**src/rtl/qed_dup_sequencer_pkg.sv**
```systemverilog
// Shared types for the SQED duplicate-stream sequencer.
// Optional feature macro: QED_AUTO_SWITCH_EN.
package qed_pkg;

  typedef enum logic [1:0] {
    QED_IDLE = 2'd0,
    QED_ORIG = 2'd1,
    QED_DUP  = 2'd2,
    QED_WAIT = 2'd3
  } qed_state_e;

  localparam int QED_INSN_W = 32;
  localparam int QED_CNT_W  = 16;
  localparam int QED_DEPTH  = 16;

endpackage

```
**src/rtl/qed_dup_sequencer_if.sv**
```systemverilog
// Fetch/issue/retire bundle between the core front end and the sequencer.
// master drives core-side inputs; slave is the sequencer.
interface qed_dup_sequencer_if
  import qed_pkg::*;
#(
  parameter int INSN_W = QED_INSN_W,
  parameter int CNT_W  = QED_CNT_W
);
  logic              qed_ena;
  logic              exec_dup;
  logic              fetch_valid;
  logic [INSN_W-1:0] fetch_insn;
  logic              fetch_ready;
  logic              issue_valid;
  logic [INSN_W-1:0] issue_insn;
  logic              issue_is_dup;
  logic              issue_ready;
  logic              orig_retire;
  logic              dup_retire;
  logic [CNT_W-1:0]  qed_num_orig;
  logic [CNT_W-1:0]  qed_num_dup;
  logic              qed_ready;
  logic [1:0]        sif_state;

  modport master (
    output qed_ena, exec_dup,
    output fetch_valid, fetch_insn,
    output issue_ready,
    output orig_retire, dup_retire,
    input  fetch_ready,
    input  issue_valid, issue_insn,
    input  issue_is_dup,
    input  qed_num_orig, qed_num_dup,
    input  qed_ready, sif_state
  );

  modport slave (
    input  qed_ena, exec_dup,
    input  fetch_valid, fetch_insn,
    input  issue_ready,
    input  orig_retire, dup_retire,
    output fetch_ready,
    output issue_valid, issue_insn,
    output issue_is_dup,
    output qed_num_orig, qed_num_dup,
    output qed_ready, sif_state
  );
endinterface

```
**src/rtl/qed_dup_sequencer_insn_cache.sv**
```systemverilog
// Instruction cache FIFO recording the original stream for replay.
// Pointers carry one wrap bit to tell full from empty.
module qed_insn_cache #(
  parameter int DEPTH = 16,
  parameter int W     = 32
) (
  input  logic         clk,
  input  logic         resetn,
  input  logic         push,
  input  logic [W-1:0] din,
  input  logic         pop,
  output logic [W-1:0] head,
  output logic         full,
  output logic         empty,
  output logic         one_left,
  output logic         last_slot
);
  localparam int AW = $clog2(DEPTH);

  logic [AW:0]  wr_ptr;
  logic [AW:0]  rd_ptr;
  logic [AW:0]  used;
  logic [W-1:0] mem [DEPTH];

  assign used      = wr_ptr - rd_ptr;
  assign empty     = (wr_ptr == rd_ptr);
  assign full      = (wr_ptr[AW] != rd_ptr[AW]) &&
                     (wr_ptr[AW-1:0] == rd_ptr[AW-1:0]);
  assign one_left  = (used == (AW+1)'(1));
  assign last_slot = (used == (AW+1)'(DEPTH-1));
  assign head      = mem[rd_ptr[AW-1:0]];

  // Pointer update; push on full / pop on empty never requested.
  always_ff @(posedge clk or negedge resetn) begin
    if (!resetn) begin
      wr_ptr <= '0;
      rd_ptr <= '0;
    end else begin
      if (push) wr_ptr <= wr_ptr + 1'b1;
      if (pop)  rd_ptr <= rd_ptr + 1'b1;
    end
  end

  // Storage write; contents are don't-care until pushed.
  always_ff @(posedge clk) begin
    if (push) mem[wr_ptr[AW-1:0]] <= din;
  end
endmodule

```
**src/rtl/qed_dup_sequencer.sv**
```systemverilog
// SQED sequencer: passes/records originals, replays duplicates, checks retire counts.
// Macro QED_AUTO_SWITCH_EN: a push filling the cache forces ORIG->DUP.
module qed_dup_sequencer
  import qed_pkg::*;
#(
  parameter int DEPTH  = QED_DEPTH,
  parameter int INSN_W = QED_INSN_W,
  parameter int CNT_W  = QED_CNT_W
) (
  input logic               clk,
  input logic               resetn,
  qed_dup_sequencer_if.slave sif
);
  qed_state_e        state;
  logic [CNT_W-1:0]  num_orig;
  logic [CNT_W-1:0]  num_dup;

  logic              full;
  logic              empty;
  logic              one_left;
  logic              last_slot;
  logic [INSN_W-1:0] head;

  logic              push;
  logic              pop;
  logic              iv;
  logic              fr;
  logic              dup;
  logic              qrdy;
  logic [INSN_W-1:0] insn;

  qed_insn_cache #(
    .DEPTH (DEPTH),
    .W     (INSN_W)
  ) u_cache (
    .clk       (clk),
    .resetn    (resetn),
    .push      (push),
    .din       (sif.fetch_insn),
    .pop       (pop),
    .head      (head),
    .full      (full),
    .empty     (empty),
    .one_left  (one_left),
    .last_slot (last_slot)
  );

  // Per-state muxing of the fetch/issue handshake.
  always_comb begin
    iv   = 1'b0;
    fr   = 1'b0;
    dup  = 1'b0;
    qrdy = 1'b0;
    push = 1'b0;
    pop  = 1'b0;
    insn = '0;
    unique case (state)
      QED_IDLE: begin
        iv   = sif.fetch_valid;
        fr   = sif.issue_ready;
        insn = sif.fetch_insn;
      end
      QED_ORIG: begin
        iv   = sif.fetch_valid && !full;
        fr   = sif.issue_ready && !full;
        insn = sif.fetch_insn;
        push = sif.fetch_valid && fr;
      end
      QED_DUP: begin
        iv   = !empty;
        dup  = 1'b1;
        insn = head;
        pop  = !empty && sif.issue_ready;
      end
      QED_WAIT: begin
        qrdy = (num_orig == num_dup);
      end
      default: ;
    endcase
  end

  assign sif.issue_valid  = resetn && iv;
  assign sif.fetch_ready  = resetn && fr;
  assign sif.issue_is_dup = resetn && dup;
  assign sif.qed_ready    = resetn && qrdy;
  assign sif.issue_insn   = resetn ? insn : '0;
  assign sif.sif_state    = state;
  assign sif.qed_num_orig = num_orig;
  assign sif.qed_num_dup  = num_dup;

  // Phase FSM: IDLE -> ORIG -> DUP -> WAIT -> ORIG/IDLE.
  always_ff @(posedge clk or negedge resetn) begin
    if (!resetn) begin
      state <= QED_IDLE;
    end else begin
      unique case (state)
        QED_IDLE: begin
          if (sif.qed_ena) state <= QED_ORIG;
        end
        QED_ORIG: begin
          if (sif.exec_dup && !empty)
            state <= QED_DUP;
`ifdef QED_AUTO_SWITCH_EN
          else if (push && last_slot)
            state <= QED_DUP;
`endif
          else if (!sif.qed_ena && empty)
            state <= QED_IDLE;
        end
        QED_DUP: begin
          if (pop && one_left) state <= QED_WAIT;
        end
        QED_WAIT: begin
          if (qrdy)
            state <= sif.qed_ena ? QED_ORIG : QED_IDLE;
        end
        default: state <= QED_IDLE;
      endcase
    end
  end

  // Retirement counters, free-running and wrapping.
  always_ff @(posedge clk or negedge resetn) begin
    if (!resetn) begin
      num_orig <= '0;
      num_dup  <= '0;
    end else begin
      if (sif.orig_retire) num_orig <= num_orig + 1'b1;
      if (sif.dup_retire)  num_dup  <= num_dup + 1'b1;
    end
  end
endmodule

```
**src/flat_wrapper.sv**
```systemverilog
// flat-port wrapper written by rule: the top's interface ports become plain ports
module qed_dup_sequencer_flat import qed_pkg::*;
#(
  parameter int DEPTH  = QED_DEPTH,
  parameter int INSN_W = QED_INSN_W,
  parameter int CNT_W  = QED_CNT_W
)
  (clk, resetn, sif_qed_ena, sif_exec_dup, sif_fetch_valid, sif_fetch_insn, sif_issue_ready, sif_orig_retire, sif_dup_retire, sif_fetch_ready, sif_issue_valid, sif_issue_insn, sif_issue_is_dup, sif_qed_num_orig, sif_qed_num_dup, sif_qed_ready, sif_sif_state);
  qed_dup_sequencer_if #(.INSN_W(INSN_W), .CNT_W(CNT_W)) sif_i ();
  input logic clk;
  input logic resetn;
  input wire logic [$bits(sif_i.qed_ena)-1:0] sif_qed_ena;
  input wire logic [$bits(sif_i.exec_dup)-1:0] sif_exec_dup;
  input wire logic [$bits(sif_i.fetch_valid)-1:0] sif_fetch_valid;
  input wire logic [$bits(sif_i.fetch_insn)-1:0] sif_fetch_insn;
  input wire logic [$bits(sif_i.issue_ready)-1:0] sif_issue_ready;
  input wire logic [$bits(sif_i.orig_retire)-1:0] sif_orig_retire;
  input wire logic [$bits(sif_i.dup_retire)-1:0] sif_dup_retire;
  output wire logic [$bits(sif_i.fetch_ready)-1:0] sif_fetch_ready;
  output wire logic [$bits(sif_i.issue_valid)-1:0] sif_issue_valid;
  output wire logic [$bits(sif_i.issue_insn)-1:0] sif_issue_insn;
  output wire logic [$bits(sif_i.issue_is_dup)-1:0] sif_issue_is_dup;
  output wire logic [$bits(sif_i.qed_num_orig)-1:0] sif_qed_num_orig;
  output wire logic [$bits(sif_i.qed_num_dup)-1:0] sif_qed_num_dup;
  output wire logic [$bits(sif_i.qed_ready)-1:0] sif_qed_ready;
  output wire logic [$bits(sif_i.sif_state)-1:0] sif_sif_state;
  assign sif_i.qed_ena = sif_qed_ena;
  assign sif_i.exec_dup = sif_exec_dup;
  assign sif_i.fetch_valid = sif_fetch_valid;
  assign sif_i.fetch_insn = sif_fetch_insn;
  assign sif_i.issue_ready = sif_issue_ready;
  assign sif_i.orig_retire = sif_orig_retire;
  assign sif_i.dup_retire = sif_dup_retire;
  assign sif_fetch_ready = sif_i.fetch_ready;
  assign sif_issue_valid = sif_i.issue_valid;
  assign sif_issue_insn = sif_i.issue_insn;
  assign sif_issue_is_dup = sif_i.issue_is_dup;
  assign sif_qed_num_orig = sif_i.qed_num_orig;
  assign sif_qed_num_dup = sif_i.qed_num_dup;
  assign sif_qed_ready = sif_i.qed_ready;
  assign sif_sif_state = sif_i.sif_state;
  qed_dup_sequencer #(.DEPTH(DEPTH), .INSN_W(INSN_W), .CNT_W(CNT_W)) u_core (.clk(clk), .resetn(resetn), .sif(sif_i));
endmodule
```
**config.mk**
```make
export PLATFORM = sky130hd
export DESIGN_NAME = qed_dup_sequencer_flat
export DESIGN_NICKNAME = d
export VERILOG_FILES = /design/src/rtl/qed_dup_sequencer_pkg.sv /design/src/rtl/qed_dup_sequencer_if.sv /design/src/rtl/qed_dup_sequencer_insn_cache.sv /design/src/rtl/qed_dup_sequencer.sv /design/src/flat_wrapper.sv
export SDC_FILE = /design/constraint.sdc
export NUM_CORES = 1
export LEC_CHECK = 0
export ABC_CLOCK_PERIOD_IN_PS = 11100
export CELL_PAD_IN_SITES_DETAIL_PLACEMENT = 1
export CELL_PAD_IN_SITES_GLOBAL_PLACEMENT = 2
export CORE_MARGIN = 2
export CORE_UTILIZATION = 40
export CTS_BUF_LIST = sky130_fd_sc_hd__clkbuf_2
export CTS_CLUSTER_DIAMETER = 30
export DETAILED_ROUTE_END_ITERATION = 10
export PLACE_DENSITY = 0.68
export SLEW_MARGIN = 20
export SYNTH_ARGS = -nofsm -noshare
export SYNTH_HDL_FRONTEND = slang
export SYNTH_SLANG_ARGS = --single-unit
```
**constraint.sdc**
```tcl
create_clock -name clk -period 11.1 [get_ports clk]
set_clock_uncertainty 0.1 [all_clocks]
set_input_delay 3.33 -clock clk [delete_from_list [all_inputs] [get_ports clk]]
set_output_delay 3.33 -clock clk [all_outputs]
set_load 0.02 [all_outputs]
```
==> results of run 1 <==
## registers in the layout, indices dropped and copies added, names as in the netlist, named ones only
signal                   cells
u_core.sif.qed_num_dup      16
u_core.sif.qed_num_orig     16
u_core.sif.sif_state         1
u_core.u_cache.mem         512
u_core.u_cache.rd_ptr        5
u_core.u_cache.wr_ptr        5
## logic make-up after synthesis
family | synth area share, %
DFF | 74.9
and+or+nand+nor | 3.40
xor gates and xnor gates | 2.35
AOI/OAI and AO/OA | 2.54
adders and majority gates | 0.717
buffers and inverters | 1.44
muxes | 14.7
## path summary, 6_finish.rpt
kind                                          start                         end  slack [ns]  cells past startpoint
min reg2reg                u_core.u_cache.wr_ptr[4]    u_core.u_cache.wr_ptr[4]        0.43                      1
max reg2reg                u_core.u_cache.rd_ptr[3]   u_core.u_cache.mem[7][19]        6.13                      8
min in group asynchronous                    resetn  u_core.sif.qed_num_orig[3]        2.07                      2
max                                          resetn          sif_issue_insn[30]        1.73                      7
min                        u_core.u_cache.wr_ptr[4]    u_core.u_cache.wr_ptr[4]        0.43                      1
max in group asynchronous                    resetn    u_core.u_cache.rd_ptr[0]        8.35                      2
## cell type report
cell class / count / area, sq um / area share, %
inverters: 6 / 23.8 / 0.0933
repair buffers: 138 / 1320 / 5.16
flip-flops and latches: 556 / 16500 / 64.7
multi-input cells: 505 / 5330 / 20.9
diodes: 5 / 12.5 / 0.0491
clock inverters: 42 / 388 / 1.52
clock buffers: 213 / 1070 / 4.18
well taps: 696 / 871 / 3.42
## power breakdown
part	switching [W]	internal, W
sequential	0.000129	0.00235
clock	0.000824	0.000700
combinational	0.000795	0.000759
## per-layer routing
layer / up-vias / part of all wire [%] / GRT usage [%]
met1: 5954 / 44 / 24.3
met5: - / 0 / 0
li1: 5052 / - / -
met2: 280 / 49 / 30.1
met4: 0 / 2.1 / 7.12
met3: 79 / 4.6 / 4.82
## stage by stage
step	instances	area [sq um]	hold WS [ns]	power [W]	util, %
floorplan	1121	22000	0.398	0.00362	-
global placement	1901	24000	0.418	0.00410	44.4
detailed placement	1901	24000	0.416	0.00412	44.4
CTS	2156	25500	0.434	0.00566	47.1
global route	2158	25500	0.457	0.00588	47.1
finish	2161	25500	0.428	0.00555	47.1
## cells in the final DEF, fill, tap and decap left out, types with 2 or more instances in the layout
cell and n:
nor2_1 13, o21ai_0 4, nand4_1 13, mux2_2 2
bufinv_16 8, mux4_2 128, nand2b_1 4, xnor2_1 45
inv_2 4, and4_1 3, clkinv_1 21, diode_2 5
inv_1 5, nor2_4 12, a21oi_1 66, clkbuf_2 213
clkdlybuf4s50_1 108, dfrtp_1 42, or3b_2 2, o21ai_1 31
ha_1 11, and3_1 6, mux2i_1 32, nand2_1 89
nor2b_1 2, nand3_1 11, edfxtp_1 512, clkinvlp_4 2
buf_4 28, clkinv_2 7, xor2_1 14, dfrtp_4 2
nor3_2 4
==> summary.md, run 1 <==
| Metric | Value |
|---|---|
| Syn Inst Count | `1121` |
| Die W | `239 microns` |
| Die area | `56900 sq um` |
| Min Tclk post-route | `9.37 ns` |
| Syn avg cell area | `19.6 sq um` |
| Relative slew slack | `29.3%` |
| Top cells by count, synth | `512 x edfxtp_1, 128 x mux4_2, 89 x nand2_1, 66 x a21oi_1, 45 x xnor2_1` |
| Nets@finish | `1409` |
| WP data arrival | `5.94 ns` |
| Vias in the first global route | `12500` |
| Post-CTS Setup Inserts | `0` |
| CTS tree | `built` |
| CP max FO | `46` |
| Post-synth EDFFs | `~510` |
| Seq/Total Area, Yosys | `about 75%` |
| Period utilisation layout | `84.4%` |
| Via Count | `between 10000 and 15000` |
| Cell Pwr Density | `218 nW/um^2` |
| Layout cells sized above 1 | `28.6%` |
| Initial antenna violation count | `2` |
| Drt pass-1 iters | `5` |
| Top-count cell post-synth | `edfxtp_1` |
| DP Wirelength | `28700 microns` |
| Yosys top cell area share | `69.9%` |
| Setup WS pre-CTS | `approximately 1.7 ns` |
| Max Transition Viols Final | `0` |
| Clk pin slew, worst setup/hold paths | `about 0.090 ns` |
| WL final | `just over 50000 microns` |
| # resized after CTS | `0` |
| Clock Tree Root | `clkbuf_2` |
| FFs w/ async S/R, synth | `between 7 and 8%` |
| Die height | `239 microns` |
| Seq cells post-synth | `556` |
| CP cell instances | `buf_2 > buf_4 > nor2b_4 > buf_4 > a21oi_1 > o21ai_1 > clkdlybuf4s50_1` |
| Max clock buf depth | `3` |
| Setup TNS | `0 ns` |
| Crit start category | `input pin` |
| Synth Cell Area | `22000 sq um` |
| Required time of the critical path | `7.67 ns` |
| P&R area growth vs syn | `15.8%` |
| Final Wtd Congestion | `around 0.72` |
| Worst slew pin tran | `1.06 ns` |
| Crit end category | `output port` |
| Fillers | `5135` |
| Final hold vios | `0` |
| Num CTS Buffers | `150` |
| Overflow after GRT | `0` |
| Routed WL per cell | `23.4 microns` |
| Yosys cell types | `39` |
| Worst path bufs/invs | `4` |
| Via/cell ratio | `5.26` |
| Top post-synthesis cells by area | `edfxtp_1 70%, mux4_2 13%, dfrtp_1 5.0%` |
| Global-route usage over all layers | `a little under a fifth` |
| DRT antenna net count | `0` |
| Critical setup path kind | `in2out` |
| YS warnings | `0` |
| Sink Count | `about 560` |
| RSZ-0062 raised after global routing | `false` |
| Initial core utilization | `40.6%` |
| Top FF cell, synth | `edfxtp_1` |
| Final Worst Setup Slack | `roughly 1.7 ns` |
| Max cap viols | `0` |
| Syn Nets | `around 1200` |
| Fmax | `between 100 and 150 MHz` |
| PortBufs | `109` |
| Core ar. | `54100 sq um` |
| Largest net degree at the start of global routing | `97` |
| Slowest stage cell, crit path | `nor2b_4` |
| # IOs | `110` |
| P_leak | `8.64 nW` |
| First-pass GRT wire length | `76900 microns` |
| Crit-path most repeated cell | `buf_4` |
| # hold bufs at CTS | `0` |
| Cell accounting for the most synthesized area | `edfxtp_1` |
| Worst path top cell family by delay | `buffers and inverters` |
| H-tree depth | `4` |
| Std-Cell Rows | `between 80 and 90` |
| Status | `completed` |
| # setup viols final | `0` |
| DR DRC count | `0` |
| Crit path largest cell delay | `0.68 ns` |
| Worst hold path type | `reg2reg` |
| Later-pin clock latency in the skew report | `approximately 1.3 ns` |
| Peak VDD IR | `0.154 mV` |
| Initial DRC count | `approximately 700` |
(Power assumes the default switching activity.)
==> run 2, diff against run 1 <==
- ABC_CLOCK_PERIOD_IN_PS: 11100 -> 9700
- clock period: 11.1 -> 9.7 ns (I/O delays scaled with it)
==> run 2 against run 1 <==
  * Cell count hardly changed
  * Sequential power is 16% higher
  * Critical path depth stayed put
  * Final area is 0.44% lower
  * Non-clock buffer count is 2 lower
  * Die area stayed put
  * Clock power is 8% higher
  * Global-route usage is 0.23 points higher
  * Sequential share of layout area is 0.28 points higher
  * Combinational power is 14% higher
  * Core utilization is 0.21 points lower
  * Largest cell class unchanged
  * Highest routed layer unchanged
==> summary.md, run 2 (synthesized netlist as in run 1, its figures left out) <==
| Metric | Value |
|---|---|
| Status | `completed (unchanged)` |
| Most frequent cells in the layout | `512 x edfxtp_1, 206 x clkbuf_2, 128 x mux4_2 (was 512 x edfxtp_1, 213 x clkbuf_2, 128 x mux4_2)` |
| R2r worst-path depth | `8 (unchanged)` |
| CP max FO | `17 (was 46)` |
| Later-pin clock latency in the skew report | `1.31 ns (was 1.27 ns)` |
| Post-CTS Setup Inserts | `0 (unchanged)` |
| # resized after CTS | `0 (unchanged)` |
| # setup viols final | `0 (unchanged)` |
| Dpl cells | `1899 (was 1901)` |
| DR DRC count | `0 (unchanged)` |
| Worst R2R Start | `u_core.u_cache.rd_ptr[1] (was u_core.u_cache.rd_ptr[3])` |
| Fillers | `5143 (was 5135)` |
| Std-Cell Rows | `85 (unchanged)` |
| Hold_sp | `u_core.sif.qed_num_dup[15] (was u_core.u_cache.wr_ptr[4])` |
| CP cell instances | `buf_2 > nand2_1 > nor2_1 > nand2_1 > buf_4 > o21ai_0 > clkdlybuf4s50_1 (was buf_2 > buf_4 > nor2b_4 > buf_4 > a21oi_1 > o21ai_1 > clkdlybuf4s50_1)` |
| Slowest stage cell, crit path | `clkdlybuf4s50_1 (was nor2b_4)` |
| Fin cells | `2163 (was 2161)` |
| Max cap viols | `0 (unchanged)` |
| Nets@finish | `1406 (was 1409)` |
| Worst R2R Setup Slack | `5.05 ns (was 6.13 ns)` |
| Initial DRC count | `704 (was 697)` |
| Vias in the first global route | `12800 (was 12500)` |
| Fmax | `123 MHz` |
| Drt pass-1 iters | `4 (was 5)` |
| Max clock buf depth | `3 (unchanged)` |
| H-tree depth | `4 (unchanged)` |
| DRT antenna net count | `0 (unchanged)` |
| P&R area growth vs syn | `15.3% (was 15.8%)` |
| First-pass GRT wire length | `78400 microns (was 76900 microns)` |
| DP Wirelength | `28900 microns (was 28700 microns)` |
| Critical setup path kind | `in2out (unchanged)` |
| Via Count | `11400 (about the same)` |
| Layout cells sized above 1 | `27.7% (was 28.6%)` |
| Setup TNS | `0 ns (unchanged)` |
| Global-route usage over all layers | `18.8% (was 18.6%)` |
| CTS tree | `built (unchanged)` |
| Die area | `56900 sq um (unchanged)` |
| Hold path cells | `1 (unchanged)` |
| Crit-path most repeated cell | `nand2_1 (was buf_4)` |
| RSZ-0062 raised after global routing | `false (unchanged)` |
| Reg-to-Reg End | `u_core.u_cache.mem[7][27] (was u_core.u_cache.mem[7][19])` |
| Final Wtd Congestion | `0.725 (was 0.722)` |
| Via/cell ratio | `5.29 (was 5.26)` |
| PortBufs | `109 (unchanged)` |
| Num CTS Buffers | `149 (was 150)` |
| Register area | `16500 sq um (unchanged)` |
| # IOs | `110 (unchanged)` |
| Cell Pwr Density | `247 nW/um^2 (was 218 nW/um^2)` |
| Routed WL per cell | `23.7 microns (was 23.4 microns)` |
| Period utilisation layout | `84.1%` |
| Initial core utilization | `40.6% (unchanged)` |
| P_leak | `8.57 nW (was 8.64 nW)` |
| Most common cell after layout, fill and taps aside | `edfxtp_1 (unchanged)` |
| Min Tclk post-route | `8.16 ns` |
| Die W | `239 microns (unchanged)` |
| Initial antenna violation count | `2 (unchanged)` |
| Final hold vios | `0 (unchanged)` |
| Crit path largest cell delay | `0.63 ns (was 0.68 ns)` |
| Crit end category | `output port (unchanged)` |
| Max reg flops | `512 (unchanged)` |
| Overflow after GRT | `0 (unchanged)` |
| Core ar. | `54100 sq um (unchanged)` |
| Relative slew slack | `37.9% (was 29.3%)` |
| Worst hold path type | `reg2reg (unchanged)` |
| Worst path top cell family by delay | `buffers and inverters (unchanged)` |
| Worst path bufs/invs | `3 (was 4)` |
| Largest net degree at the start of global routing | `103 (was 97)` |
| Sink Count | `556 (unchanged)` |
| WP data arrival | `5.15 ns (was 5.94 ns)` |
| Area of the multi-input gates | `5330 sq um (unchanged)` |
| WL final | `51300 microns (was 50700 microns)` |
| Required time of the critical path | `6.69 ns (was 7.67 ns)` |
| Worst slew pin tran | `0.929 ns (was 1.06 ns)` |
| # hold bufs at CTS | `0 (unchanged)` |
| Max Transition Viols Final | `0 (unchanged)` |
| Crit start category | `input pin (unchanged)` |
| Die height | `239 microns (unchanged)` |
| Clk pin slew, worst setup/hold paths | `0.10 ns (was 0.09 ns)` |
| Hold endpoint | `u_core.sif.qed_num_dup[15] (was u_core.u_cache.wr_ptr[4])` |
| Peak VDD IR | `0.261 mV (was 0.154 mV)` |
| Clock Tree Root | `clkbuf_2 (unchanged)` |
| Hold_ws | `0.433 ns (was 0.428 ns)` |
[run 2: final cells by class]
class                      instances  area share (%)
timing repair buffer             136            5.18
clock buffer                     206            4.06
antenna                            7          0.0690
sequential                       556            65.0
multi-input combinational        505            21.0
tap                              696            3.43
inverter                           6          0.0937
clock inverter                    51            1.22
[run 2: worst max path at each step]
| stage | start | end | slack (ns) | cells after the start |
|---|---|---|---|---|
| floorplan | resetn | sif_issue_insn[28] | 2.47 | 5 |
| global placement | resetn | sif_issue_insn[28] | 1.50 | 7 |
| detailed placement | resetn | sif_issue_insn[28] | 1.46 | 7 |
| CTS | resetn | sif_issue_insn[28] | 1.43 | 7 |
| global route | resetn | sif_issue_insn[28] | 1.32 | 7 |
| finish | resetn | sif_issue_insn[28] | 1.54 | 7 |
[run 2: metal layers]
layer  wire (microns)  GRT usage, %
met3             2500          4.75
met2            25400          30.3
met4              895          6.99
met5                0             0
met1            22500          24.9
[run 2: stage by stage]
| stage | total power, W | util, % | instance area (sq um) | setup slack [ns] |
|---|---|---|---|---|
| 2_1_floorplan | 0.00414 | - | 22000 | 2.47 |
| 3_3_place_gp | 0.00471 | 44.4 | 24000 | 1.50 |
| 3_5_place_dp | 0.00472 | 44.4 | 24000 | 1.46 |
| 4_1_cts | 0.00639 | 46.8 | 25400 | 1.43 |
| 5_1_grt | 0.00663 | 46.9 | 25400 | 1.32 |
| 6_report | 0.00627 | 46.9 | 25400 | 1.54 |
[run 2: report_power, final]
part           leakage, nW  switching (W)  total, W  internal, W
combinational         2.38       0.000896   0.00176     0.000866
sequential            5.17       0.000182   0.00287      0.00269
clock                 1.02       0.000959   0.00164     0.000681
total                 8.57        0.00204   0.00627      0.00423
